**src/rtl/saikoro_pkg.sv**
```systemverilog
// Shared types and constants for the dice roll controller.
// Holds the roll FSM state type, default timing values and the
// period counter width helper.
package saikoro_pkg;

  typedef enum logic [1:0] {
    IDLE = 2'd0,
    SPIN = 2'd1,
    SLOW = 2'd2,
    HOLD = 2'd3
  } roll_state_t;

  localparam int FAST_DIV_DEF   = 4;
  localparam int SLOW_STEPS_DEF = 3;
  localparam int SLOW_INC_DEF   = 2;
  localparam int DB_CYCLES_DEF  = 8;

  // Width of the period counter: must hold the longest deceleration period,
  // FAST_DIV + SLOW_STEPS*SLOW_INC, without wrapping.
  function automatic int div_width(input int fast_div, input int slow_steps,
                                   input int slow_inc);
    return $clog2(fast_div + slow_steps * slow_inc + 1);
  endfunction

endpackage

```
**src/rtl/btn_debounce.sv**
```systemverilog
// Level debouncer for the synchronized roll button.
// The accepted level follows the input only after the input has held a new
// value for DB_CYCLES consecutive cycles. Only built with ROLL_DEBOUNCE_EN.
module btn_debounce
  import saikoro_pkg::*;
#(
  parameter int DB_CYCLES = DB_CYCLES_DEF
) (
  input  logic ck,
  input  logic reset,
  input  logic i_btn,
  output logic o_level
);

  localparam int CNT_W = (DB_CYCLES > 1) ? $clog2(DB_CYCLES) : 1;
  localparam logic [CNT_W-1:0] P_LAST = CNT_W'(DB_CYCLES - 1);
  localparam logic [CNT_W-1:0] P_ONE  = CNT_W'(1);

  logic [CNT_W-1:0] r_cnt;
  logic             r_level;

  // Count consecutive cycles of disagreement; accept the new level on the last one.
  always_ff @(posedge ck or posedge reset) begin
    if (reset) begin
      r_cnt   <= '0;
      r_level <= 1'b0;
    end else if (i_btn == r_level) begin
      r_cnt   <= '0;
    end else if (r_cnt == P_LAST) begin
      r_cnt   <= '0;
      r_level <= i_btn;
    end else begin
      r_cnt   <= r_cnt + P_ONE;
    end
  end

  assign o_level = r_level;

endmodule

```
**src/rtl/saikoro_roll_ctrl.sv**
```systemverilog
// Roll controller in front of the 1-to-6 dice counter.
// Turns the raw roll button into a fast periodic enable strobe while held,
// then decelerates over SLOW_STEPS widening pulses and flags done.
// Optional macro ROLL_DEBOUNCE_EN inserts btn_debounce after the synchronizer.
module saikoro_roll_ctrl
  import saikoro_pkg::*;
#(
  parameter int FAST_DIV   = FAST_DIV_DEF,
  parameter int SLOW_STEPS = SLOW_STEPS_DEF,
  parameter int SLOW_INC   = SLOW_INC_DEF,
  parameter int DB_CYCLES  = DB_CYCLES_DEF
) (
  input  logic ck,
  input  logic reset,
  input  logic btn,
  output logic enable,
  output logic rolling,
  output logic done
);

  localparam int DIV_W  = div_width(FAST_DIV, SLOW_STEPS, SLOW_INC);
  localparam int STEP_W = (SLOW_STEPS > 1) ? $clog2(SLOW_STEPS) : 1;

  localparam logic [DIV_W-1:0]  P_ONE        = DIV_W'(1);
  localparam logic [DIV_W-1:0]  P_FAST       = DIV_W'(FAST_DIV);
  localparam logic [DIV_W-1:0]  P_INC        = DIV_W'(SLOW_INC);
  localparam logic [DIV_W-1:0]  P_FIRST_SLOW = DIV_W'(FAST_DIV + SLOW_INC);
  localparam logic [STEP_W-1:0] P_STEP_ONE   = STEP_W'(1);
  localparam logic [STEP_W-1:0] P_LAST_STEP  = STEP_W'(SLOW_STEPS - 1);

  // Reject parameter sets that would make the period arithmetic meaningless.
  if (FAST_DIV < 1 || SLOW_STEPS < 1 || SLOW_INC < 0 || DB_CYCLES < 1) begin : g_param_check
    $error("saikoro_roll_ctrl: illegal parameter value");
  end

  logic              r_sync1;
  logic              r_sync2;
  logic              w_btn_s;
  logic              w_btn_lvl;
  roll_state_t       r_state;
  roll_state_t       w_state_nxt;
  logic [DIV_W-1:0]  r_div;
  logic [DIV_W-1:0]  w_div_nxt;
  logic [DIV_W-1:0]  r_period;
  logic [DIV_W-1:0]  w_period_nxt;
  logic [STEP_W-1:0] r_step;
  logic [STEP_W-1:0] w_step_nxt;
  logic              w_pulse;
  logic              r_enable;
  logic              r_rolling;
  logic              r_done;

  // Two-flop synchronizer for the asynchronous button.
  always_ff @(posedge ck or posedge reset) begin
    if (reset) begin
      r_sync1 <= 1'b0;
      r_sync2 <= 1'b0;
    end else begin
      r_sync1 <= btn;
      r_sync2 <= r_sync1;
    end
  end

  assign w_btn_s = r_sync2;

`ifdef ROLL_DEBOUNCE_EN
  btn_debounce #(
    .DB_CYCLES (DB_CYCLES)
  ) u_btn_debounce (
    .ck      (ck),
    .reset   (reset),
    .i_btn   (w_btn_s),
    .o_level (w_btn_lvl)
  );
`else
  assign w_btn_lvl = w_btn_s;
`endif

  // A pulse is due when the period counter reaches its last count.
  assign w_pulse = ((r_state == SPIN) || (r_state == SLOW)) &&
                   (r_div == (r_period - P_ONE));

  // Next-state, period and step selection; div restarts on every state entry.
  always_comb begin
    w_state_nxt  = r_state;
    w_div_nxt    = '0;
    w_period_nxt = r_period;
    w_step_nxt   = r_step;
    case (r_state)
      IDLE: begin
        if (w_btn_lvl) begin
          w_state_nxt  = SPIN;
          w_period_nxt = P_FAST;
        end
      end
      SPIN: begin
        w_div_nxt = w_pulse ? '0 : (r_div + P_ONE);
        if (!w_btn_lvl) begin
          w_state_nxt  = SLOW;
          w_div_nxt    = '0;
          w_step_nxt   = '0;
          w_period_nxt = P_FIRST_SLOW;
        end
      end
      SLOW: begin
        w_div_nxt = w_pulse ? '0 : (r_div + P_ONE);
        if (w_btn_lvl) begin
          // A re-press wins over a coincident final pulse.
          w_state_nxt  = SPIN;
          w_div_nxt    = '0;
          w_step_nxt   = '0;
          w_period_nxt = P_FAST;
        end else if (w_pulse) begin
          if (r_step == P_LAST_STEP) begin
            w_state_nxt = HOLD;
          end else begin
            w_step_nxt   = r_step + P_STEP_ONE;
            w_period_nxt = r_period + P_INC;
          end
        end
      end
      HOLD: begin
        w_state_nxt = IDLE;
      end
      default: begin
        w_state_nxt = IDLE;
      end
    endcase
  end

  // FSM and counter registers.
  always_ff @(posedge ck or posedge reset) begin
    if (reset) begin
      r_state  <= IDLE;
      r_div    <= '0;
      r_period <= '0;
      r_step   <= '0;
    end else begin
      r_state  <= w_state_nxt;
      r_div    <= w_div_nxt;
      r_period <= w_period_nxt;
      r_step   <= w_step_nxt;
    end
  end

  // Registered outputs, aligned with the state they describe.
  always_ff @(posedge ck or posedge reset) begin
    if (reset) begin
      r_enable  <= 1'b0;
      r_rolling <= 1'b0;
      r_done    <= 1'b0;
    end else begin
      r_enable  <= w_pulse;
      r_rolling <= (w_state_nxt == SPIN) || (w_state_nxt == SLOW);
      r_done    <= (w_state_nxt == HOLD);
    end
  end

  assign enable  = r_enable;
  assign rolling = r_rolling;
  assign done    = r_done;

endmodule

```
**config.mk**
```make
export PLATFORM = sky130hd
export DESIGN_NAME = saikoro_roll_ctrl
export DESIGN_NICKNAME = d
export VERILOG_FILES = /design/src/rtl/saikoro_pkg.sv /design/src/rtl/btn_debounce.sv /design/src/rtl/saikoro_roll_ctrl.sv
export SDC_FILE = /design/constraint.sdc
export NUM_CORES = 1
export LEC_CHECK = 0
export BUFFER_PORTS_ARGS = -buffer_cell sky130_fd_sc_hd__buf_4
export CAP_MARGIN = 20
export CORE_MARGIN = 2
export CORE_UTILIZATION = 45
export CTS_CLUSTER_SIZE = 10
export DETAILED_ROUTE_END_ITERATION = 16
export SLEW_MARGIN = 25
export SYNTH_ARGS = -nofsm -noshare
export SYNTH_HDL_FRONTEND = slang
export SYNTH_SLANG_ARGS = --single-unit
```
**constraint.sdc**
```tcl
create_clock -name ck -period 3.66 [get_ports ck]
set_input_delay 0.183 -clock ck [delete_from_list [all_inputs] [get_ports ck]]
set_output_delay 0.183 -clock ck [all_outputs]
set_load 0.05 [all_outputs]
```
==> flow_summary.json <==
{
  "outcome": "finished, final reports clean",
  "finalCritPeriodShare": 0.6452,
  "synthesis.area_um2": 919.6,
  "grtUsageTotal": 0.1567,
  "r2r_start": "r_period[1]",
  "power_density_mw_per_mm2": 666.2,
  "synthTopCellsByArea": "dfrtp_1 44%, ha_1 14%, xnor2_1 3.8%",
  "max-vdd-ir-drop_v": 0.0004067,
  "syn2layout_area_growth_pct": 13.88,
  "num_vias": 621,
  "hold_path_class": "reg -> reg",
  "fin_skew_ps": 6.400,
  "grt_pass1_vias": 631,
  "r2r_slack_ps": 1300,
  "setup_violations": 0,
  "fin_tns_setup_ps": 0,
  "clk_latency_ps": 290,
  "synth_common_cells": "16 x dfrtp_1, 10 x ha_1, 9 x inv_1",
  "dp_cells": 119,
  "drc": 0,
  "synth-edff-count": 0,
  "gp_congestion": 0.7372,
  "regArea_um2": 400.4,
  "htreeDepth": 1,
  "hpwl_um": 1219,
  "worstPathCellList": "inv_1 > ha_1 > xnor2_1 > nor4_1 > a31oi_1 > o22ai_1 > ha_1",
  "drt_iter0_markers": 9,
  "finalCriticalPeriod_ps": 2361,
  "multi_input_area_um2": 485.5,
  "crit_slowest_cell": "nor4_1",
  "dr.pass1.iters": 4,
  "clock_path_buffers": 2,
  "reg2regPathDepth": 7,
  "ys_ff_latch": 16,
  "ys_types": 29,
  "die_height_um": 49.21,
  "cts.repair.resized": 0,
  "start_util": 0.4736,
  "rsz0062_at_grt": "false",
  "synthArstFlopShare": 1.000,
  "crit_family": "adder cells",
  "clock_sinks": 16,
  "arrival_ps": 2540,
  "critical_path_class": "reg -> reg",
  "diodes": 0,
  "routed_wl_um": 1629,
  "die_area_mm2": 0.002421,
  "max-cap-violations": 0,
  "synth_warnings": 0,
  "worst_slew_margin_rel": 0.5988,
  "min_delay_path_depth": 0,
  "hold_slack_ps": 369.4,
  "num_io_pins": 6,
  "cts_tree": "built",
  "fin_cells": 125,
  "root_buffer": "clkbuf_4",
  "crit_top_cell": "ha_1",
  "grt_pass1_wl_um": 2822,
  "io_buffers": 5,
  "synth-seq-area-share": 0.4354,
  "synth.top_cell.area_share": 0.4354,
  "cp-startpoint": "r_period[1]",
  "drive_above_1_share": 0.1327,
  "synthFlopType": "dfrtp_1",
  "hold_start": "r_sync1",
  "worstPathRequired_ps": 3840,
  "tightest_slew_ps": 601.2,
  "synthCells": 87,
  "clkTransAtPathRegs_ps": 100,
  "core-area_mm2": 0.001942,
  "crit_path_start_kind": "flip-flop",
  "p_leak_nw": 0.4802,
  "layout.nets": 112,
  "yosysMostFrequentCell": "dfrtp_1",
  "worstPathMaxFanout": 4,
  "numCtsBuffers": 3,
  "die_width_um": 49.21,
  "rows": 16,
  "antenna_left": 0,
  "n_fill_cell": 184,
  "antenna_found_initial": 0,
  "syn_area_per_cell_um2": 10.57,
  "critPathMaxStageDelay_ps": 550,
  "grt_max_degree": 17,
  "routed_via_density": 4.968,
  "crit_buf_inv": 1,
  "grt_overflow_total": 0,
  "drt-wirelength-per-cell_um": 13.03,
  "synth_top_cell_by_area": "dfrtp_1",
  "r2r-end": "rolling",
  "finalPower_w": 0.0006977,
  "holdPathEnd": "r_sync2",
  "slew_violations": 0,
  "endpoint_kind": "flip-flop",
  "post-route-util": 0.5393,
  "finalHoldViolations": 0,
  "fmax_mhz": 423.5,
  "syn-num-nets": 100
}
==> metrics by stage <==
step                setup WS, ps  area, um2
finish                      1299       1047
global route                1187       1047
CTS                         1300       1047
detailed placement          1361      991.0
global placement            1465      991.0
floorplan                   1632      919.6
==> worst register-to-register path, cell delays in order (launching register included) <==
cell and delay, ps:
dfrtp_1 430, inv_1 100, ha_1 330, xnor2_1 190, nor4_1 550, a31oi_1 160, o22ai_1 220, ha_1 270
==> cells in the final DEF (no fill, tap or decap), types with 2 or more instances in the layout <==
master	n
buf_4	5
clkbuf_4	3
dfrtp_1	16
dlygate4sd3_1	2
ha_1	10
inv_1	9
mux2i_1	3
nand2_1	5
nand2b_1	2
nand3_1	3
nor2_1	7
nor2b_1	3
nor3_1	2
o21a_1	2
o21ai_0	4
o22ai_1	2
xnor2_1	4
==> cells by family after synthesis <==
logic type,after synthesis,share of synthesized area
simple gates,30,0.1919
flops,16,0.4354
compound gates,13,0.09387
fa+ha+maj,10,0.1361
buf+inv,9,0.03673
xor+xnor,6,0.07346
mux,3,0.03265
==> metal layers <==
layer	GRT usage	wire [um]
met5	0	0
met4	0.07143	14
met3	0.02761	27
met2	0.2500	748
met1	0.2068	837
==> power breakdown <==
part / switching (W) / internal (W) / total [W]
Clock: 0.0000590 / 0.0000606 / 0.000120
Sequential: 0.0000323 / 0.000213 / 0.000245
Combinational: 0.000205 / 0.000128 / 0.000333
Total: 0.000297 / 0.000401 / 0.000698
==> how the worst max path moves through the flow <==
| stage | to | slack (ps) | cells past startpoint |
|---|---|---|---|
| global route | rolling | 1190 | 7 |
| floorplan | rolling | 1630 | 7 |
| CTS | rolling | 1300 | 7 |
| global placement | rolling | 1460 | 7 |
| detailed placement | rolling | 1360 | 7 |
| finish | rolling | 1300 | 7 |
==> sequential cells by signal, summed over array words and instances, names as in the netlist <==
signal / cells
done: 1
enable: 1
r_div: 4
r_period: 3
r_state: 2
r_step: 2
r_sync1: 1
r_sync2: 1
rolling: 1
==> area by class of cell <==
type | count | share of cell area
inverter | 9 | 0.03226
sequential | 16 | 0.3823
multi-input combinational | 62 | 0.4636
timing repair buffer | 7 | 0.05496
clock buffer | 4 | 0.03465
tap | 27 | 0.03226
==> timing repair <==
item / CTS / global route
endpoints found under the hold margin: 17 / 0
buffers inserted: 0 / 0
setup endpoints to repair: 0 / 0
hold buffers: 2 / 0
Power figures use the tool's default switching activity.
